`src/rtl/grf_wb_arbiter.sv`:
```
// Two-requester writeback arbiter for the single GRF write port; $0 writes are absorbed.
// Build with GRF_WB_RR_EN for round-robin conflict resolution, otherwise req0 has fixed priority.
module grf_wb_arbiter #(
    parameter int AW = 5,
    parameter int DW = 32,
    parameter int CW = 16
) (
    input  logic          clk,
    input  logic          reset,
    input  logic          req0_valid,
    output logic          req0_ready,
    input  logic [AW-1:0] req0_addr,
    input  logic [DW-1:0] req0_data,
    input  logic [DW-1:0] req0_pc,
    input  logic          req1_valid,
    output logic          req1_ready,
    input  logic [AW-1:0] req1_addr,
    input  logic [DW-1:0] req1_data,
    input  logic [DW-1:0] req1_pc,
    output logic          grf_we,
    output logic [AW-1:0] grf_a3,
    output logic [DW-1:0] grf_wd,
    output logic [DW-1:0] grf_pc,
    output logic          last_grant,
    output logic [CW-1:0] conflict_cnt
);

    // Handshake: a requester's write is taken in any cycle where valid && ready;
    // ready never depends on grf_*, and a losing requester must hold its fields stable.
    logic          w_real0;
    logic          w_real1;
    logic          w_zero0;
    logic          w_zero1;
    logic          w_conflict;
    logic          w_conflict_pick1;
    logic          w_pick1;
    logic          w_grant0;
    logic          w_grant1;
    logic          w_grant;
    logic          w_cnt_sat;
    logic [AW-1:0] w_sel_addr;
    logic [DW-1:0] w_sel_data;
    logic [DW-1:0] w_sel_pc;

    logic          r_we;
    logic [AW-1:0] r_a3;
    logic [DW-1:0] r_wd;
    logic [DW-1:0] r_pc;
    logic          r_last_grant;
    logic [CW-1:0] r_conflict_cnt;

    assign w_real0    = req0_valid && (req0_addr != '0);
    assign w_real1    = req1_valid && (req1_addr != '0);
    assign w_zero0    = req0_valid && (req0_addr == '0);
    assign w_zero1    = req1_valid && (req1_addr == '0);
    assign w_conflict = w_real0 && w_real1;

`ifdef GRF_WB_RR_EN
    assign w_conflict_pick1 = ~r_last_grant;
`else
    assign w_conflict_pick1 = 1'b0;
`endif

    // Outside a conflict, requester 1 is picked exactly when it alone has a real write.
    assign w_pick1  = w_conflict ? w_conflict_pick1 : w_real1;
    assign w_grant0 = w_real0 && !w_pick1;
    assign w_grant1 = w_real1 && w_pick1;
    assign w_grant  = w_grant0 || w_grant1;

    assign req0_ready = !reset && (w_zero0 || w_grant0);
    assign req1_ready = !reset && (w_zero1 || w_grant1);

    assign w_sel_addr = w_pick1 ? req1_addr : req0_addr;
    assign w_sel_data = w_pick1 ? req1_data : req0_data;
    assign w_sel_pc   = w_pick1 ? req1_pc   : req0_pc;

    assign w_cnt_sat = &r_conflict_cnt;

    always_ff @(posedge clk) begin
        if (reset) begin
            r_we           <= 1'b0;
            r_a3           <= '0;
            r_wd           <= '0;
            r_pc           <= '0;
            r_last_grant   <= 1'b1;
            r_conflict_cnt <= '0;
        end else begin
            r_we <= w_grant;
            // Address/data/pc hold across idle cycles; only the enable drops.
            if (w_grant) begin
                r_a3         <= w_sel_addr;
                r_wd         <= w_sel_data;
                r_pc         <= w_sel_pc;
                r_last_grant <= w_pick1;
            end
            if (w_conflict && !w_cnt_sat) begin
                r_conflict_cnt <= r_conflict_cnt + 1'b1;
            end
        end
    end

    assign grf_we       = r_we;
    assign grf_a3       = r_a3;
    assign grf_wd       = r_wd;
    assign grf_pc       = r_pc;
    assign last_grant   = r_last_grant;
    assign conflict_cnt = r_conflict_cnt;

endmodule

```
`config.mk`:
```
export PLATFORM = sky130hd
export DESIGN_NAME = grf_wb_arbiter
export DESIGN_NICKNAME = d
export VERILOG_FILES = /design/src/rtl/grf_wb_arbiter.sv
export SDC_FILE = /design/constraint.sdc
export NUM_CORES = 1
export LEC_CHECK = 0
export CORE_UTILIZATION = 35
export CTS_BUF_LIST = sky130_fd_sc_hd__clkbuf_8
export DETAILED_ROUTE_END_ITERATION = 10
export GPL_TIMING_DRIVEN = 0
export PLACE_DENSITY = 0.79
export SETUP_SLACK_MARGIN = 0.15
export SLEW_MARGIN = 20
export SYNTH_ARGS = -nofsm -noshare
export SYNTH_HDL_FRONTEND = slang
export SYNTH_SLANG_ARGS = --single-unit
```
`constraint.sdc`:
```
create_clock -name clk -period 2 [get_ports clk]
set_clock_uncertainty 0.05 [all_clocks]
set_input_delay 0.2 -clock clk [delete_from_list [all_inputs] [get_ports clk]]
set_output_delay 0.2 -clock clk [all_outputs]
set_load 0.005 [all_outputs]
```
=== Word-level counts from Yosys, hierarchy flattened ===
Index checks and enable logic that the tools add are counted.

* Word-level logic and storage cells: 32
* Register bits after elaboration: 87
* Bits of input ports: 142
* Output and inout bits: 89

* Muxes and demuxes: 4
* Reductions and logical operators: 21
* Add/sub/neg operators: 1

{| class="wikitable"
|+ Operator list
! operator !! count
|-
| 32-bit two-way mux || 2
|-
| 16-bit by 1-bit adder with 16-bit output, second input constant || 1
|-
| 16-bit AND reduction || 1
|-
| 1-bit logical AND || 10
|-
| 5-bit zero test || 2
|-
| 5-bit nonzero test || 2
|-
| 5-bit two-way mux || 1
|-
| 1-bit zero test || 3
|-
| 1-bit logical OR || 3
|-
| 1-bit two-way mux || 1
|}

=== Longest topological paths before layout ===
* Word-level depth: 8
* Mapped depth: 7
* Gate-level depth less buffers: 6

=== Worst setup path before layout ===
Ideal clock, no wire load.

* Path kind: register to register
* Start point: register r_conflict_cnt[0] (netlist: conflict_cnt[0])
* End point: register r_conflict_cnt[14] (netlist: conflict_cnt[14])
* Period minus slack after synthesis: 1983 ps
* Library setup time: 71 ps
* Required time: 1879 ps
* Buffers on the path: 0
* Arrival: 1862 ps
* Path slack: 17 ps
* Cell stages (with the launch flop): 7
* Cell sequence: dfxtp_1 -> ha_1 -> and4_4 -> nand2_4 -> or4b_4 -> or3_1 -> a21oi_1

* Longest elaborated chain between the ends: 3
* Elaborated cells on any way between the ends: 4
* Those cells by class: add/sub (1); reduce/logical (3)

{| class="wikitable"
|+ Ends and longest elaborated chain
! element !! line !! RTL
|-
| start, declared || 50 || <nowiki>logic [CW-1:0] r_conflict_cnt;</nowiki>
|-
| start signal, assigned || 97 || <nowiki>r_conflict_cnt <= r_conflict_cnt + 1'b1;</nowiki>
|-
| branches (longest 3 deep; another with 16-bit by 1-bit adder with 16-bit output) || n/a ||
|}

Several ways; the timed one is not identified.
A chain may end at the register's enable or synchronous reset.

=== Worst setup path in the final report ===
* Start point: input req0_addr[2]
* End point: output req1_ready

* Longest elaborated chain between the ends: 7

{| class="wikitable"
|+ Ends and longest elaborated chain
! element !! line !! RTL
|-
| start, declared || 12 || <nowiki>input logic [AW-1:0] req0_addr,</nowiki>
|-
| 5-bit nonzero test || 52 || <nowiki>assign w_real0 = req0_valid && (req0_addr != '0);</nowiki>
|-
| 1-bit logical AND || 52 ||
|-
| 1-bit logical AND || 56 || <nowiki>assign w_conflict = w_real0 && w_real1;</nowiki>
|-
| 1-bit two-way mux || 65 || <nowiki>assign w_pick1 = w_conflict ? w_conflict_pick1 : w_real1;</nowiki>
|-
| 1-bit logical AND || 67 || <nowiki>assign w_grant1 = w_real1 && w_pick1;</nowiki>
|-
| 1-bit logical OR || 71 || <nowiki>assign req1_ready = !reset && (w_zero1 || w_grant1);</nowiki>
|-
| 1-bit logical AND || 71 ||
|-
| end, declared || 16 || <nowiki>output logic req1_ready,</nowiki>
|}

Every way passes these cells.

==> impl_metrics.toml <==
[critical_path]
criticalPathCategory = "input port to output port"
r2r_slack_ps = 100
arrival_ps = 1660
worstSetupEndpointType = "output port"
cp_max_fo = 2
start_kind = "input port"
critPathRequiredTime_ps = 1750
timing.rr.end = "conflict_cnt[14]$_SDFFE_PP0P_"
reg2reg_depth = 6
worstReg2RegStart = "conflict_cnt[1]$_SDFFE_PP0P_"

[route]
first_pass_iters = 5
vias = 4582
wl_um = 14500
drc = 0
postRouteAntennaNets = 0
routedWlPerCell_um = 16.6
viasPerCell = 5.22
drt-initial-drc-count = 210

[power]
clockPowerShare_pct = 28.8
switching_share_pct = 26.9
max-vdd-ir-drop_v = 0.000350
p_seq_share_pct = 47.2
power_switching_uw = 1090
p_leak_uw = 0.00257
p_comb_share_pct = 24.0
internal-power_uw = 2950
p_per_area_mw_per_mm2 = 590

[clock_network]
cts-root-buf = "clkbuf_8"
tritoncts = "yes"
cts.clk_slew.worst_paths_ps = 80
cts.sinks = 87
cts_made_buffers = 9
postCtsHoldBufs = 0
h-tree-depth = 3
clk_latency_ps = 360
clockBufferDepth = 2

[grt]
grt_pass1_wl_um = 22200
grt_max_degree = 15
use_met1_pct = 28.4
grt_busiest_layer = "met2"
grt_pass1_vias = 4509
grt_usage_pct = 24.6
antenna_found_initial = 0
grt_use_met2_pct = 44.4
grt_use_met3_pct = 5.90
grt_remaining_overflow = 0

[die]
dieArea_mm2 = 0.0115
std_cell_rows = 37
dieHeight_um = 107
core-area_mm2 = 0.0105
initial_core_util_pct = 36.7
chipWidth_um = 107
io_pins = 231

[sta]
rsz0062_at_grt = "true"
layout_setup_ws_ps = 86.3
period_minus_slack_ps = 1910
worst_pin_slew_ps = 637
fmax_mhz = 523
maxSlewViolCount = 0
fin_hold_ws_ps = 166
setup_viol = 0
setup-tns-final_ps = 0
final_hold_viol_count = 0
slew_headroom_pct = 57.5
min_period_over_period_pct = 95.7

[yosys]
syn_area_mm2 = 0.00386
synth_top_cell_by_area = "dfxtp_1"
synthTopCellsByArea = "dfxtp_1 (45%), a311oi_1 (15%), nand2_1 (13%)"
synth_fp_nets = 622
ys_seq_elements = 87
avgSynthCellArea_um2 = 8.06
ys_types = 39
netlist.area_leader.share_pct = 45.1
synth_warnings = 0
synth_cells = 479
ys_seq_area_share_pct = 45.1

[worst_hold_path]
min_from = "req0_addr[3]"
whs_path_depth = 3
hp-class = "input port to flip-flop"
hold_end = "grf_a3[3]$_SDFFE_PP0P_"

[finish]
design_area_mm2 = 0.00685
num-fill-cells = 917
multi_input_area_mm2 = 0.00202
regArea_mm2 = 0.00175
antennaDiodeCount = 0
syn_to_final_growth_pct = 77.3
fin_util_pct = 65.2
drive_gt1_share_pct = 11.7
nets = 879

[run_status]
outcome = "finished, final reports clean"

[placement]
post-place-ws_ps = -676
place_hpwl_um = 10700
io_buffers = 229
placed_cell_area_mm2 = 0.00634
globalplace.congestion = 0.845

[job]
drv_cap = 0
## synth_stat cells, drive strengths merged
cell	n
a221oi	3
nor2	74
xnor2	1
o211ai	1
dfxtp	87
nand4	2
clkbuf	18
ha	1
o2111ai	2
or3	8
or4	2
a21oi	10
and3b	1
nor3	3
nor2b	1
a21boi	1
and2	2
a31oi	1
nand3	4
buf	22
and3	2
xor2	4
mux2i	3
a311oi	64
nand2b	2
a31o	1
o31ai	2
and4	3
or4b	1
nor4b	2
nand2	136
o21ai	12
o21a	3
## metal layers
layer  wire length (um)  part of all wire, %
met1               5880                   40
met2               7120                   49
met3               1210                  8.3
met4                330                  2.3
met5                  0                    0
## logic make-up after synthesis
kind of cell               Yosys count  share of synthesized area [%]
xor gates and xnor gates             5                           1.13
and+or+nand+nor                    243                           26.7
AOI/OAI and AO/OA                  100                           21.0
muxes                                3                          0.778
adders and majority gates            1                          0.324
buffers and inverters               40                           5.02
DFF                                 87                           45.1
## critical path, cell delays in order
cell and delay, ps:
dlygate4sd2_1 250, or4_4 520, o21a_1 190, clkbuf_8 130, o21ai_0 60, and3b_1 200, buf_2 120
## final cells by class
| class | instances | share of cell area (%) |
|---|---|---|
| clock inverter | 5 | 0.493 |
| buffer | 39 | 4.09 |
| sequential | 87 | 25.5 |
| timing repair buffer | 247 | 35.6 |
| clock buffer | 11 | 2.21 |
| multi-input combinational | 352 | 29.5 |
| tap | 136 | 2.48 |
## cell usage in the layout, fill, tap and decap left out, drive strengths merged, types with 7 or more instances in the layout
cell           instances
nor2                  74
o21ai                 12
buf                   37
a311oi                64
dlygate4sd2            7
clkdlybuf4s50        219
clkbuf                32
dfxtp                 87
nand2                136
or3                    8
a21oi                 10
## sequential cells by signal (all words and copies together) (netlist names)
signal,flops
conflict_cnt,16
grf_a3,5
grf_pc,32
grf_wd,32
grf_we,1
last_grant,1
## per-stage QoR
| step | total power [uW] | instances |
|---|---|---|
| finish | 4040 | 877 |
| global route | 4220 | 877 |
| CTS | 4040 | 876 |
| detailed placement | 2860 | 844 |
| global placement | 2840 | 844 |
| floorplan | 2240 | 479 |
## worst max-delay path by stage
| stage | from | to | cells after the start |
|---|---|---|---|
| 3_5_place_dp | req0_addr[1] | req1_ready | 7 |
| 3_3_place_gp | req0_addr[1] | req1_ready | 7 |
| 6_report | req0_addr[2] | req1_ready | 7 |
| 5_1_grt | conflict_cnt[1]$_SDFFE_PP0P_ | conflict_cnt[14]$_SDFFE_PP0P_ | 6 |
| 4_1_cts | req0_addr[4] | req1_ready | 7 |
| 2_1_floorplan | conflict_cnt[0]$_SDFFE_PP0P_ | conflict_cnt[10]$_SDFFE_PP0P_ | 6 |
## power groups by stage
stage               Clock [uW]  Sequential [uW]  Combinational, uW
floorplan                    0             1950                290
global placement             0             1940                895
detailed placement           0             1950                910
CTS                       1180             1910                950
global route              1260             1920               1050
finish                    1160             1910                971
## what timing repair did
action,CTS,global route
gates cloned,1,0
setup buffers,15,2
endpoints found under the setup margin,86,77
pin swaps,19,10
gates resized for setup,38,34
Power figures use the tool's default switching activity.
